--- src/rtl/nwl_pkg.sv ---
// Shared types and helpers for the neuron weight loader.
// Holds the FSM state type and the select-width helper.
package nwl_pkg;

    typedef enum logic [1:0] {
        IDLE = 2'd0,
        LOAD = 2'd1,
        DONE = 2'd2
    } nwl_state_t;

    // Width of the neuron select; never narrower than one bit.
    function automatic int sel_width(input int n);
        return (n <= 1) ? 1 : $clog2(n);
    endfunction

endpackage

--- src/rtl/nwl_write_stage.sv ---
// Registered single-word write port toward the neuron weight RAMs.
// Ports: hs_i/sel_i/addr_i/data_i in, we_o/wsel_o/waddr_o/wdata_o out.
module nwl_write_stage #(
    parameter int DEPTH = 3,
    parameter int WIDTH = 8,
    parameter int SEL_W = 2
) (
    input  logic             clk_i,
    input  logic             reset_n_i,
    input  logic             hs_i,
    input  logic [SEL_W-1:0] sel_i,
    input  logic [DEPTH-1:0] addr_i,
    input  logic [WIDTH-1:0] data_i,
    output logic             we_o,
    output logic [SEL_W-1:0] wsel_o,
    output logic [DEPTH-1:0] waddr_o,
    output logic [WIDTH-1:0] wdata_o
);

    logic             we_d,    we_q;
    logic [SEL_W-1:0] wsel_d,  wsel_q;
    logic [DEPTH-1:0] waddr_d, waddr_q;
    logic [WIDTH-1:0] wdata_d, wdata_q;

    // Strobe follows the handshake; address/data hold between writes.
    always_comb begin
        we_d    = hs_i;
        wsel_d  = wsel_q;
        waddr_d = waddr_q;
        wdata_d = wdata_q;
        if (hs_i) begin
            wsel_d  = sel_i;
            waddr_d = addr_i;
            wdata_d = data_i;
        end
    end

    always_ff @(posedge clk_i or negedge reset_n_i) begin
        if (!reset_n_i) begin
            we_q    <= 1'b0;
            wsel_q  <= '0;
            waddr_q <= '0;
            wdata_q <= '0;
        end else begin
            we_q    <= we_d;
            wsel_q  <= wsel_d;
            waddr_q <= waddr_d;
            wdata_q <= wdata_d;
        end
    end

    assign we_o    = we_q;
    assign wsel_o  = wsel_q;
    assign waddr_o = waddr_q;
    assign wdata_o = wdata_q;

endmodule

--- src/rtl/neuron_weight_loader.sv ---
// Streams weight words into per-neuron weight RAMs, neuron by neuron.
// Ports: start_i/data_i/valid_i in, ready_o, write port, busy_o/done_o out.
module neuron_weight_loader
    import nwl_pkg::*;
#(
    parameter  int DEPTH       = 3,
    parameter  int WIDTH       = 8,
    parameter  int NUM_NEURONS = 4,
    localparam int SEL_W       = sel_width(NUM_NEURONS)
) (
    input  logic             clk_i,
    input  logic             reset_n_i,
    input  logic             start_i,
    input  logic [WIDTH-1:0] data_i,
    input  logic             valid_i,
    output logic             ready_o,
    output logic             we_o,
    output logic [SEL_W-1:0] wsel_o,
    output logic [DEPTH-1:0] waddr_o,
    output logic [WIDTH-1:0] wdata_o,
    output logic             busy_o,
    output logic             done_o
);

    localparam logic [SEL_W-1:0] SEL_LAST = SEL_W'(NUM_NEURONS - 1);

    nwl_state_t       state_d, state_q;
    logic [DEPTH-1:0] addr_cnt_d, addr_cnt_q;
    logic [SEL_W-1:0] sel_cnt_d, sel_cnt_q;
    logic             busy_d, busy_q;
    logic             done_d, done_q;
    logic             hs;
    logic             last_addr;
    logic             last_sel;

    assign ready_o   = (state_q == LOAD);
    assign hs        = valid_i & ready_o;
    assign last_addr = (addr_cnt_q == '1);
    // Explicit compare so a non-power-of-2 neuron count wraps correctly.
    assign last_sel  = (sel_cnt_q == SEL_LAST);

    always_comb begin
        state_d    = state_q;
        addr_cnt_d = addr_cnt_q;
        sel_cnt_d  = sel_cnt_q;
        unique case (state_q)
            IDLE, DONE: begin
                if (start_i) begin
                    state_d    = LOAD;
                    addr_cnt_d = '0;
                    sel_cnt_d  = '0;
                end
            end
            LOAD: begin
                if (hs) begin
                    if (last_addr) begin
                        addr_cnt_d = '0;
                        if (last_sel) begin
                            sel_cnt_d = '0;
                            state_d   = DONE;
                        end else begin
                            sel_cnt_d = sel_cnt_q + SEL_W'(1);
                        end
                    end else begin
                        addr_cnt_d = addr_cnt_q + DEPTH'(1);
                    end
                end
            end
            default: begin
                state_d    = IDLE;
                addr_cnt_d = '0;
                sel_cnt_d  = '0;
            end
        endcase
    end

    // Status outputs are registered images of the next state.
    assign busy_d = (state_d == LOAD);
    assign done_d = (state_d == DONE);

    always_ff @(posedge clk_i or negedge reset_n_i) begin
        if (!reset_n_i) begin
            state_q    <= IDLE;
            addr_cnt_q <= '0;
            sel_cnt_q  <= '0;
            busy_q     <= 1'b0;
            done_q     <= 1'b0;
        end else begin
            state_q    <= state_d;
            addr_cnt_q <= addr_cnt_d;
            sel_cnt_q  <= sel_cnt_d;
            busy_q     <= busy_d;
            done_q     <= done_d;
        end
    end

    assign busy_o = busy_q;
    assign done_o = done_q;

    nwl_write_stage #(
        .DEPTH (DEPTH),
        .WIDTH (WIDTH),
        .SEL_W (SEL_W)
    ) u_write_stage (
        .clk_i     (clk_i),
        .reset_n_i (reset_n_i),
        .hs_i      (hs),
        .sel_i     (sel_cnt_q),
        .addr_i    (addr_cnt_q),
        .data_i    (data_i),
        .we_o      (we_o),
        .wsel_o    (wsel_o),
        .waddr_o   (waddr_o),
        .wdata_o   (wdata_o)
    );

endmodule

--- config.mk ---
export PLATFORM = sky130hd
export DESIGN_NAME = neuron_weight_loader
export DESIGN_NICKNAME = d
export VERILOG_FILES = /design/src/rtl/nwl_pkg.sv /design/src/rtl/nwl_write_stage.sv /design/src/rtl/neuron_weight_loader.sv
export SDC_FILE = /design/constraint.sdc
export NUM_CORES = 1
export LEC_CHECK = 0
export ABC_AREA = 1
export BUFFER_PORTS_ARGS = -buffer_cell sky130_fd_sc_hd__clkbuf_2
export CORE_ASPECT_RATIO = 1.2
export CORE_MARGIN = 5
export CORE_UTILIZATION = 44
export DETAILED_ROUTE_END_ITERATION = 10
export HOLD_SLACK_MARGIN = 0.15
export PLACE_DENSITY = 0.72
export SKIP_CTS_REPAIR_TIMING = 1
export SYNTH_ARGS = -nofsm -noshare
export SYNTH_HDL_FRONTEND = slang
export SYNTH_HIERARCHICAL = 1
export SYNTH_SLANG_ARGS = --single-unit
--- constraint.sdc ---
create_clock -name clk_i -period 1.4 [get_ports clk_i]
set_clock_uncertainty 0.1 [all_clocks]
set_input_delay 0.21 -clock clk_i [delete_from_list [all_inputs] [get_ports clk_i]]
set_output_delay 0.21 -clock clk_i [all_outputs]
set_load 0.02 [all_outputs]
* Word level (Yosys, flattened, before mapping)
Cells that the tools add are included.
Cells by class: bitwise operators 1, add/sub/neg operators 2, muxes and demuxes 14, reduce and logical (&&, ||, !) cells 4, equality and inequality tests 9
Operators with widths (number):
- $mux W2 | 8
- $mux W3 | 3
- $pmux W2 S2 | 2
- $eq A2 B2 Y1 const B | 3
- $pmux W3 S2 | 1
- $eq A2 B1 Y1 const B | 2
- $ne A2 B1 Y1 const B | 2
- $add A3 B1 Y3 const B | 1
- $eq A3 B3 Y1 const B | 1
- $reduce_and A3 Y1 | 1
- $add A2 B1 Y2 const B | 1
- $logic_not A2 Y1 | 1
- $ne A2 B2 Y1 const B | 1
- $reduce_and A2 Y1 | 1
- $reduce_or A2 Y1 | 1
- $and A1 B1 Y1 | 1
Storage, ports and cells: register bits 23, word-level logic and storage cells 39, input bits 12

* Logic depth before layout (Yosys ltp)
Gate-level depths: netlist of run 1.
word-level depth 6, depth in mapped cells 7, mapped depth without buffers 7

* By module
The synthesis of run 1 kept the hierarchy.
Modules (own cells, without submodules):
- nwl_write_stage | cells an instance 56, sequential area each 350.3 sq um, times used 1, area an instance 519.2 sq um
- neuron_weight_loader | cells an instance 54, sequential area each 225.2 sq um, times used 1, area an instance 471.7 sq um

* Worst setup path before layout of run 1
No wires, ideal clock.
path kind reg-to-reg, start point register state_q[1], end point register u_write_stage.waddr_q[0], in the netlist u_write_stage/waddr_o[0], stages on the path, launching flop included 8, slack -0.053 ns, data required time 1.183 ns, data arrival time 1.236 ns, cells stage by stage dfrtp_1 -> inv_1 -> nand2_1 -> nor2_1 -> inv_2 -> buf_6 -> nand2_1 -> nand2_1
Between the ends: longest elaborated chain between the ends 2
Ends and longest elaborated chain:
- start, declared | RTL line neuron_weight_loader.sv:27 | nwl_state_t state_d, state_q;
- start signal, assigned | RTL line neuron_weight_loader.sv:89 | state_q <= state_d;
- $eq A2 B1 Y1 | RTL line neuron_weight_loader.sv:36 | assign ready_o = (state_q == LOAD);
- $and A1 B1 Y1 | RTL line neuron_weight_loader.sv:37 | assign hs = valid_i & ready_o;
- net hs | RTL line neuron_weight_loader.sv:32 | logic hs;
- end signal, assigned | RTL line nwl_write_stage.sv:47 | waddr_q <= waddr_d;
- end, declared | RTL line nwl_write_stage.sv:22 | logic [DEPTH-1:0] waddr_d, waddr_q;
The timed path passes the listed nets, and every way through them passes these cells. A chain may end at the register's enable or synchronous reset.

* Worst setup path after layout of run 1
start point register state_q[0], end point output port ready_o
Between the ends: longest elaborated chain between the ends 1
Ends and longest elaborated chain:
- $eq A2 B1 Y1 | RTL line neuron_weight_loader.sv:36
- end, declared | RTL line neuron_weight_loader.sv:16 | output logic ready_o,
Every way passes these cells.

==> results of run 1 <==
## registers in the layout, indices dropped and copies added, names as in the netlist
register,count
addr_cnt_q,3
busy_o,1
done_o,1
sel_cnt_q,2
state_q,2
u_write_stage/waddr_o,3
u_write_stage/wdata_o,8
u_write_stage/we_o,1
u_write_stage/wsel_o,2
## cell families (layout without fill, tap and decap cells)
group | Yosys count | after routing | share of synthesized area [%]
fa+ha+maj | 3 | 3 | 3.788
compound gates | 6 | 6 | 4.166
simple gates | 67 | 67 | 27.90
flops | 23 | 23 | 58.08
buf+inv | 11 | 55 | 6.061
## stage by stage
| stage | hold WS [ns] | setup WS, ns |
|---|---|---|
| floorplan | -0.1856 | 0.05151 |
| global placement | 0.1193 | 0.1188 |
| detailed placement | 0.1254 | 0.07475 |
| CTS | -0.2215 | -0.1421 |
| global route | 0.3443 | -0.04453 |
| finish | 0.3096 | 0.01801 |
## worst max-delay path: stages (launching register included)
cell and delay (ns):
dfrtp_2 0.44, inv_1 0.08, nor2_4 0.11, buf_6 0.13
## area by class of cell
cell class                 instances  area, um2
sequential                        23      576.8
multi-input combinational         76      370.4
clock buffer                       4      26.28
fill                             209      792.0
timing repair buffer              43      284.0
tap                               30      37.54
inverter                           8      30.03
## cell usage after synthesis, types with 2 or more instances
library cell	instances	area share, %
dfrtp_1	23	58
buf_6	2	2.3
o22ai_1	2	1.3
nand3_1	5	2.5
ha_1	3	3.8
a21boi_0	2	1.5
nor2_1	5	1.9
nand2_1	53	20
inv_1	7	2.7
## power by group through the flow
stage / sequential (W) / clock [W] / combinational, W
after floorplan: 0.00106 / 0 / 0.000318
after global placement: 0.000935 / 0 / 0.000634
after detailed placement: 0.000947 / 0 / 0.000658
after CTS: 0.000932 / 0.000314 / 0.000660
after global routing: 0.000958 / 0.000346 / 0.000800
final: 0.000933 / 0.000298 / 0.000705
## worst paths after layout
| kind | cells after the start | slack [ns] | end | start |
|---|---|---|---|---|
| max | 3 | 0.02 | ready_o | state_q[0] |
| min | 2 | 0.31 | u_write_stage/wdata_o[3] | reset_n_i |
| max reg2reg | 6 | 0.08 | sel_cnt_q[1] | addr_cnt_q[0] |
| min reg2reg | 2 | 0.39 | u_write_stage/wsel_o[1] | u_write_stage/wsel_o[1] |
| max in group asynchronous | 2 | 0.49 | state_q[0] | reset_n_i |
| min in group clk_i | 3 | 0.31 | done_o | start_i |
## layer usage
metal  vias to the layer above  part of all wire (%)  wire length [um]  track usage [%]
met4                         0                   1.8                38            6.569
li1                        431                     -                 -                -
met3                         5                   7.6               162            2.148
met2                        29                    48              1030            22.42
met1                       392                    42               903            15.60
met5                         -                     0                 0                0
==> metrics.txt, run 1 <==
Critical Path Fanout Max 7; first-pass GRT wire length about 3100 um; maximum number of pins on one net before global-route repair 24; diodes inserted 0; number of vias per cell around 4.7; register area share after synthesis between 50% and 60%; CP Data Arrival Time around 1.1 ns; commonest non-fill, non-tap cell in the layout nand2_1; Max Slew Vio Count 0; final core occ a little over three fifths; clock sinks 23; Slew HR 62.79%; vias in the first global route about 800; GR Util All Layers about 13%; Mapped Cells 110; die footprint ~3300 um2; Tot Pwr 0.001935 W; Final ANT Viol Nets 0; detailed placer's ending HPWL approximately 1400 um; P_int approximately 0.0012 W; CORE AREA approximately 2100 um2; Lkg Pwr between 0.7 and 0.8 nW; clock network power share approximately 15%; layout cells sized above 1 approximately 29%; Finish-stage setup viols 0; synthesized flop and latch total 23; Tcrit/Tclk final between 90% and 100%; commonest cells after routing, fill and taps aside nand2_1, clkbuf_2, dfrtp_1, dlygate4sd3_1, inv_1; Final GP Congestion 0.8601; Yosys cell types 17; IO Count 29; part of the power in registers slightly below 50%; WL final 2134 um; Fin Setup TNS 0 ns; Final nets 170; via count around 860; clock slew at reported path FFs approximately 0.12 ns; Sw Ratio between 30 and 40%; Port Buffers 28; CTS buffer count 3; initial core utilization 46.81%; wire length per cell approximately 12 um; combinational share of power roughly 36%; root buf cell clkbuf_4; Die H 61.99 um; placed inst area between 1000 and 1500 um2; std cell rows 18; outcome complete, no violations; worst min path class input pin to async pin; GRT overflow 0; Psw roughly 0.0007 W; htree depth 1; Synth Warn # 6; minimum clock period 1.382 ns; WS Path Type flop to output pin; Placed Cells incl. Taps about 170; Post-synth EDFFs 0; initial antenna violation count 0; Worst Max-Slew Pin Slew around 0.56 ns; First DRT Iteration DRCs 27; DRT Pass-1 Iters 4; maximum VDD drop between 0.8 and 0.9 mV; FMAX about 720 MHz; Setup crit end kind output pin; RSZ-0062 raised after global routing yes; die width 53.32 um; Syn-to-layout area delta 33.71%; clk buf depth 2; CTS tree done; worst skew pair latency between 0.3 and 0.4 ns; syn_area_per_cell 9.009 um2; non-filler cells, final 184; crit start category flop; Max-Cap Viols 0; Syn Nets around 130; ys async rst share 100.0%; Remaining DRCs 0; Final Hold Viols 0; Post-Syn Area about 990 um2; required time worst endpoint between 1 and 1.5 ns; cell area after layout ~1300 um2; power density cells 1461 nW/um2; Main synth FF type dfrtp_1
Note: power is estimated with default switching activity, not from simulation.
==> run 2: changes to the inputs <==
--- a/config.mk
+++ b/config.mk
@@ -9,10 +9,12 @@
 export BUFFER_PORTS_ARGS = -buffer_cell sky130_fd_sc_hd__clkbuf_2
 export CORE_ASPECT_RATIO = 1.2
 export CORE_MARGIN = 5
-export CORE_UTILIZATION = 44
+export CORE_UTILIZATION = 47
+export CTS_BUF_LIST = sky130_fd_sc_hd__clkbuf_2
 export DETAILED_ROUTE_END_ITERATION = 10
 export HOLD_SLACK_MARGIN = 0.15
-export PLACE_DENSITY = 0.72
+export PLACE_DENSITY = 0.76
+export SETUP_SLACK_MARGIN = 0.15
 export SKIP_CTS_REPAIR_TIMING = 1
 export SYNTH_ARGS = -nofsm -noshare
 export SYNTH_HDL_FRONTEND = slang
==> constraint.sdc (replaced) <==
create_clock -name clk_i -period 1.4 [get_ports clk_i]
set_clock_uncertainty 0.1 [all_clocks]
set_input_delay 0.07 -clock clk_i [delete_from_list [all_inputs] [get_ports clk_i]]
set_output_delay 0.07 -clock clk_i [all_outputs]
set_load 0.02 [all_outputs]
==> metrics.txt, run 2 (synthesis results as in run 1) <==
outcome complete, no violations (unchanged); Remaining DRCs 0 (unchanged); Setup WS pre-CTS 0.05208 ns (was 0.07475 ns); Placed Cells incl. Taps 157 (was 169); met1 wire length 898 um (was 903 um); die width 51.92 um (was 53.32 um); Final nets 173 (was 170); commonest cells after routing, fill and taps aside nand2_1, clkbuf_2, dfrtp_1, dlygate4sd3_1 (was nand2_1, clkbuf_2, dfrtp_1, dlygate4sd3_1, inv_1); maximum VDD drop 0.8918 mV (was 0.8680 mV); detailed placer's ending HPWL 1473 um (was 1446 um); Max-Cap Viols 0 (unchanged); power density cells 1433 nW/um2 (was 1461 nW/um2); worst min path class input pin to async pin (unchanged); CP peak stage delay 0.44 ns (about the same); Syn-to-layout area delta 39.02% (was 33.71%); Tcrit/Tclk final 93.37% (was 98.71%); GRT overflow 0 (unchanged); wire length per cell 12.42 um (was 11.60 um); commonest non-fill, non-tap cell in the layout nand2_1 (unchanged); vias in the first global route 783 (was 797); WS Path Type flop to flop (was flop to output pin); clock network power share 12.9% (was 15.4%); RSZ-0062 raised after global routing yes (unchanged); part of the power in registers 48.0% (was 48.2%); initial antenna violation count 0 (unchanged); maximum number of pins on one net before global-route repair 24 (unchanged); DRT Pass-1 Iters 4 (unchanged); Port Buffers 28 (unchanged); Max Slew Vio Count 0 (unchanged); number of vias per cell 4.870 (was 4.658); die footprint 3130 um2 (was 3305 um2); first-pass GRT wire length 3318 um (was 3146 um); top layer in use met4 (unchanged); WL met3 117 um (was 162 um); P_int 0.001218 W (was 0.001223 W); WP buf/inv 1 (was 2); layout cells sized above 1 35.67% (was 29.22%); htree depth 1 (unchanged); Fill cells 164 (was 209); Largest register FFs 8 (unchanged); CP Data Arrival Time 1.49 ns (was 1.07 ns); non-filler cells, final 177 (was 184); Sw Ratio 38.27% (was 36.79%); R2R setup slack 0.09 ns (was 0.08 ns); Final GP Congestion 0.8002 (was 0.8601); initial core utilization 48.89% (was 46.81%); clock slew at reported path FFs 0.20 ns (was 0.12 ns); Lkg Pwr 0.7697 nW (was 0.7530 nW); Crit-path slowest cell dfrtp_1 (was dfrtp_2); worst skew pair latency 0.33 ns (was 0.31 ns); diodes inserted 0 (unchanged); Finish-stage setup viols 0 (unchanged); clock sinks 23 (unchanged); Psw 0.0007553 W (was 0.0007121 W); CTS tree done (unchanged); CORE AREA 2027 um2 (was 2117 um2); Final ANT Viol Nets 0 (unchanged); required time worst endpoint 1.58 ns (was 1.09 ns); First DRT Iteration DRCs 18 (was 27); GR Util All Layers 14.55% (was 12.99%); via count 862 (was 857); minimum clock period 1.307 ns (was 1.382 ns); Critical Path Fanout Max 3 (was 7); Die H 60.30 um (was 61.99 um); combinational share of power 39.2% (was 36.4%); std cell rows 18 (unchanged); CTS buffer count 3 (unchanged); met2 routed WL 1149 um (was 1030 um); Setup crit end kind flop (was output pin); crit path cell chain ha_2 -> ha_4 -> inv_2 -> o21ai_2 -> nand3_1 -> nand2_1 (was inv_1 -> nor2_4 -> buf_6); WL final 2198 um (was 2134 um); clk buf depth 2 (unchanged); root buf cell clkbuf_2 (was clkbuf_4); crit start category flop (unchanged); Slew HR 62.60% (was 62.79%); Final WS setup 0.09276 ns (was 0.01801 ns); IO Count 29 (unchanged); Worst Max-Slew Pin Slew 0.5610 ns (was 0.5582 ns); family with the most delay on the worst path flip-flops (unchanged); FMAX 765.0 MHz (was 723.6 MHz); Final Hold Viols 0 (unchanged)
run 2: cell types whose count changed in the layout (fill, tap and decap cells not counted), moves of 2 or more:
| cell | change |
|---|---|
| inv_1 | -2 |
| buf_6 | +2 |
| a21boi_1 | +2 |
| ha_1 | -2 |
| clkbuf_2 | +3 |
| nand2_1 | -2 |
| a21boi_0 | -2 |
| clkbuf_4 | -3 |
run 2: layout make-up:
cell class	instances	area, um2	area share (%)
repair buffers	46	316.6	22.98
inverters	8	32.53	2.361
clock buffers	3	15.01	1.090
flip-flops and latches	23	576.8	41.87
well taps	20	25.02	1.817
multi-input cells	76	406.6	29.52
clock inverters	1	5.005	0.3633
run 2: final timing paths:
| kind | startpoint | to | depth (start not counted) |
|---|---|---|---|
| setup / recovery | addr_cnt_q[0] | sel_cnt_q[0] | 6 |
| hold / removal | reset_n_i | u_write_stage/wdata_o[3] | 2 |
| setup reg to reg | addr_cnt_q[0] | sel_cnt_q[0] | 6 |
| hold reg to reg | state_q[0] | busy_o | 1 |
| max in group asynchronous | reset_n_i | state_q[0] | 2 |
| min in group clk_i | data_i[3] | u_write_stage/wdata_o[3] | 4 |
run 2: worst register-to-register path, cell delays in order (launching register included):
cell	delay, ns
dfrtp_1	0.44
ha_2	0.21
ha_4	0.15
inv_2	0.05
o21ai_2	0.14
nand3_1	0.10
nand2_1	0.08
run 2: layer usage:
metal | global-route usage [%] | vias to the layer above
li1 | - | 436
met1 | 16.48 | 397
met2 | 25.49 | 24
met3 | 3.741 | 5
met4 | 6.742 | 0
met5 | 0 | -
run 2: metrics by stage:
step           hold WS [ns]  total power, W  utilization (%)   TNS (ns)  instance area [um2]
6_report             0.1232        0.001973            67.96          0                 1378
5_1_grt              0.1288        0.002145            67.96          0                 1378
4_1_cts             -0.4068        0.001863            58.15  -0.008680                 1179
3_5_place_dp       -0.01176        0.001608            57.16          0                 1159
3_3_place_gp       -0.01603        0.001559            57.16          0                 1159
2_1_floorplan       -0.3256        0.001385                -          0                 1008
run 2: power by group through the flow:
stage	Clock [W]	Sequential, W	Combinational (W)
final	0.000255	0.000946	0.000773
after global routing	0.000309	0.000966	0.000870
after CTS	0.000268	0.000946	0.000650
after detailed placement	0	0.000960	0.000648
after global placement	0	0.000947	0.000612
after floorplan	0	0.00106	0.000327
==> run 3: changes to the inputs <==
--- a/config.mk
+++ b/config.mk
@@ -8,7 +8,7 @@
 export ABC_AREA = 1
 export BUFFER_PORTS_ARGS = -buffer_cell sky130_fd_sc_hd__clkbuf_2
 export CORE_ASPECT_RATIO = 1.2
-export CORE_MARGIN = 5
+export CORE_MARGIN = 4
 export CORE_UTILIZATION = 47
 export CTS_BUF_LIST = sky130_fd_sc_hd__clkbuf_2
 export DETAILED_ROUTE_END_ITERATION = 10
==> constraint.sdc (replaced) <==
create_clock -name clk_i -period 1.2 [get_ports clk_i]
set_clock_uncertainty 0.1 [all_clocks]
set_input_delay 0.06 -clock clk_i [delete_from_list [all_inputs] [get_ports clk_i]]
set_output_delay 0.06 -clock clk_i [all_outputs]
set_load 0.02 [all_outputs]
==> metrics.txt, run 3 (synthesis results as in run 1) <==
worst min path class input pin to flop (was input pin to async pin); Fin Setup TNS -1.740 ns (was 0 ns); WL final 2906 um (was 2198 um); CORE AREA 1914 um2 (was 2027 um2); commonest cells after routing, fill and taps aside nand2_1, dfrtp_1, buf_6, buf_4, clkbuf_2 (was nand2_1, clkbuf_2, dfrtp_1, dlygate4sd3_1); Placed Cells incl. Taps 160 (was 157); Critical Path Fanout Max 3 (unchanged); power density cells 1627 nW/um2 (was 1433 nW/um2); root buf cell clkbuf_2 (unchanged); layout cells sized above 1 49.42% (was 35.67%); initial antenna violation count 0 (unchanged); Syn-to-layout area delta 66.79% (was 39.02%); Final GP Congestion 0.8321 (was 0.8002); Tcrit/Tclk final 111.5% (was 93.37%); RSZ-0062 raised after global routing yes (unchanged); std cell rows 17 (was 18); clk buf depth 2 (unchanged); Max Slew Vio Count 0 (unchanged); Largest register FFs 8 (unchanged); Final Hold Viols 2 (was 0); GR Util All Layers 14.71% (was 14.55%); Final WS setup -0.1375 ns (was 0.09276 ns); htree depth 1 (unchanged); crit start category flop (unchanged); outcome finished, violations left (was complete, no violations); DRT Pass-1 Iters 4 (unchanged); required time worst endpoint 1.37 ns (was 1.58 ns); die width 49.92 um (was 51.92 um); failing checks hold timing, setup timing; FMAX 747.6 MHz (was 765.0 MHz); Finish-stage setup viols 23 (was 0); Worst Max-Slew Pin Slew 0.5405 ns (was 0.5610 ns); number of vias per cell 5.052 (was 4.870); Final nets 188 (was 173); via count 965 (was 862); diodes inserted 0 (unchanged); Max-Cap Viols 0 (unchanged); Lkg Pwr 0.8965 nW (was 0.7697 nW); WS Path Type flop to flop (unchanged); CTS buffer count 3 (unchanged); initial core utilization 51.76% (was 48.89%); GRT overflow 0 (unchanged); Setup crit end kind flop (unchanged); maximum number of pins on one net before global-route repair 24 (unchanged); cell area after layout 1653 um2 (was 1378 um2); commonest non-fill, non-tap cell in the layout nand2_1 (unchanged); CTS tree done (unchanged); non-filler cells, final 191 (was 177); wire length per cell 15.21 um (was 12.42 um); worst skew pair latency 0.32 ns (was 0.33 ns); Tot Pwr 0.002689 W (was 0.001973 W); Remaining DRCs 0 (unchanged); CP Data Arrival Time 1.51 ns (was 1.49 ns); minimum clock period 1.338 ns (was 1.307 ns); placed inst area 1209 um2 (was 1159 um2); maximum VDD drop 1.144 mV (was 0.8918 mV); Slew HR 63.97% (was 62.60%); first-pass GRT wire length 3339 um (was 3318 um); IO Count 29 (unchanged); vias in the first global route 792 (was 783); Fill cells 86 (was 164); Die H 58.30 um (was 60.30 um); First DRT Iteration DRCs 30 (was 18); clock sinks 23 (unchanged); clock slew at reported path FFs 0.20 ns (about the same); die footprint 2910 um2 (was 3130 um2); detailed placer's ending HPWL 1542 um (was 1473 um); Port Buffers 28 (unchanged); WHS -0.02572 ns (was 0.1232 ns); Final ANT Viol Nets 0 (unchanged)
## run 3: cell count changes in the layout (fill, tap and decap cells not counted), moves of 2 or more
cell,change
nand3_2,+2
nand2_1,-9
buf_6,+15
buf_8,+2
clkbuf_2,-15
nand3_1,-2
buf_4,+13
nand2_2,+9
## run 3: worst max-delay path, stage by stage, from the launching register on
cell and delay [ns]:
dfrtp_1 0.43, ha_2 0.21, ha_4 0.18, inv_4 0.06, nand3_2 0.07, nand3_2 0.08, nand2_1 0.07, nand2_1 0.07
## run 3: final cells by class
type	count	area [um2]	share of cell area, %
multi-input combinational	76	442.9	26.80
inverter	8	40.04	2.422
tap	19	23.77	1.438
timing repair buffer	60	543.0	32.85
clock buffer	4	20.02	1.211
sequential	23	576.8	34.90
timing repair inverter	1	6.256	0.3785
## run 3: report_power, final
group | total [W] | internal, W | switching (W)
sequential | 0.00113 | 0.000964 | 0.000169
combinational | 0.00126 | 0.000631 | 0.000624
clock | 0.000301 | 0.0000883 | 0.000212
## run 3: final timing paths
check,slack [ns],startpoint,depth (start not counted),end
min,-0.03,valid_i,3,state_q[1]
min reg2reg,0.43,u_write_stage/waddr_o[0],2,u_write_stage/waddr_o[0]
max reg2reg,-0.14,addr_cnt_q[0],7,sel_cnt_q[0]
max,-0.14,addr_cnt_q[0],7,sel_cnt_q[0]
min in group asynchronous,0.14,reset_n_i,2,u_write_stage/wdata_o[7]
max in group asynchronous,0.45,reset_n_i,2,state_q[0]
## run 3: routing by layer
metal	track usage [%]	share of wire (%)
met3	2.532	3.6
met4	5.929	1.2
met1	17.19	40
met2	26.65	56
met5	0	0
## run 3: stage by stage
stage                     util [%]  worst slack (ns)
after detailed placement     63.14          -0.06084
after global placement       63.14          -0.01184
final                        86.34           -0.1375
after global routing         86.34           -0.2025
after CTS                    64.18           -0.1131
after floorplan                  -          -0.02563
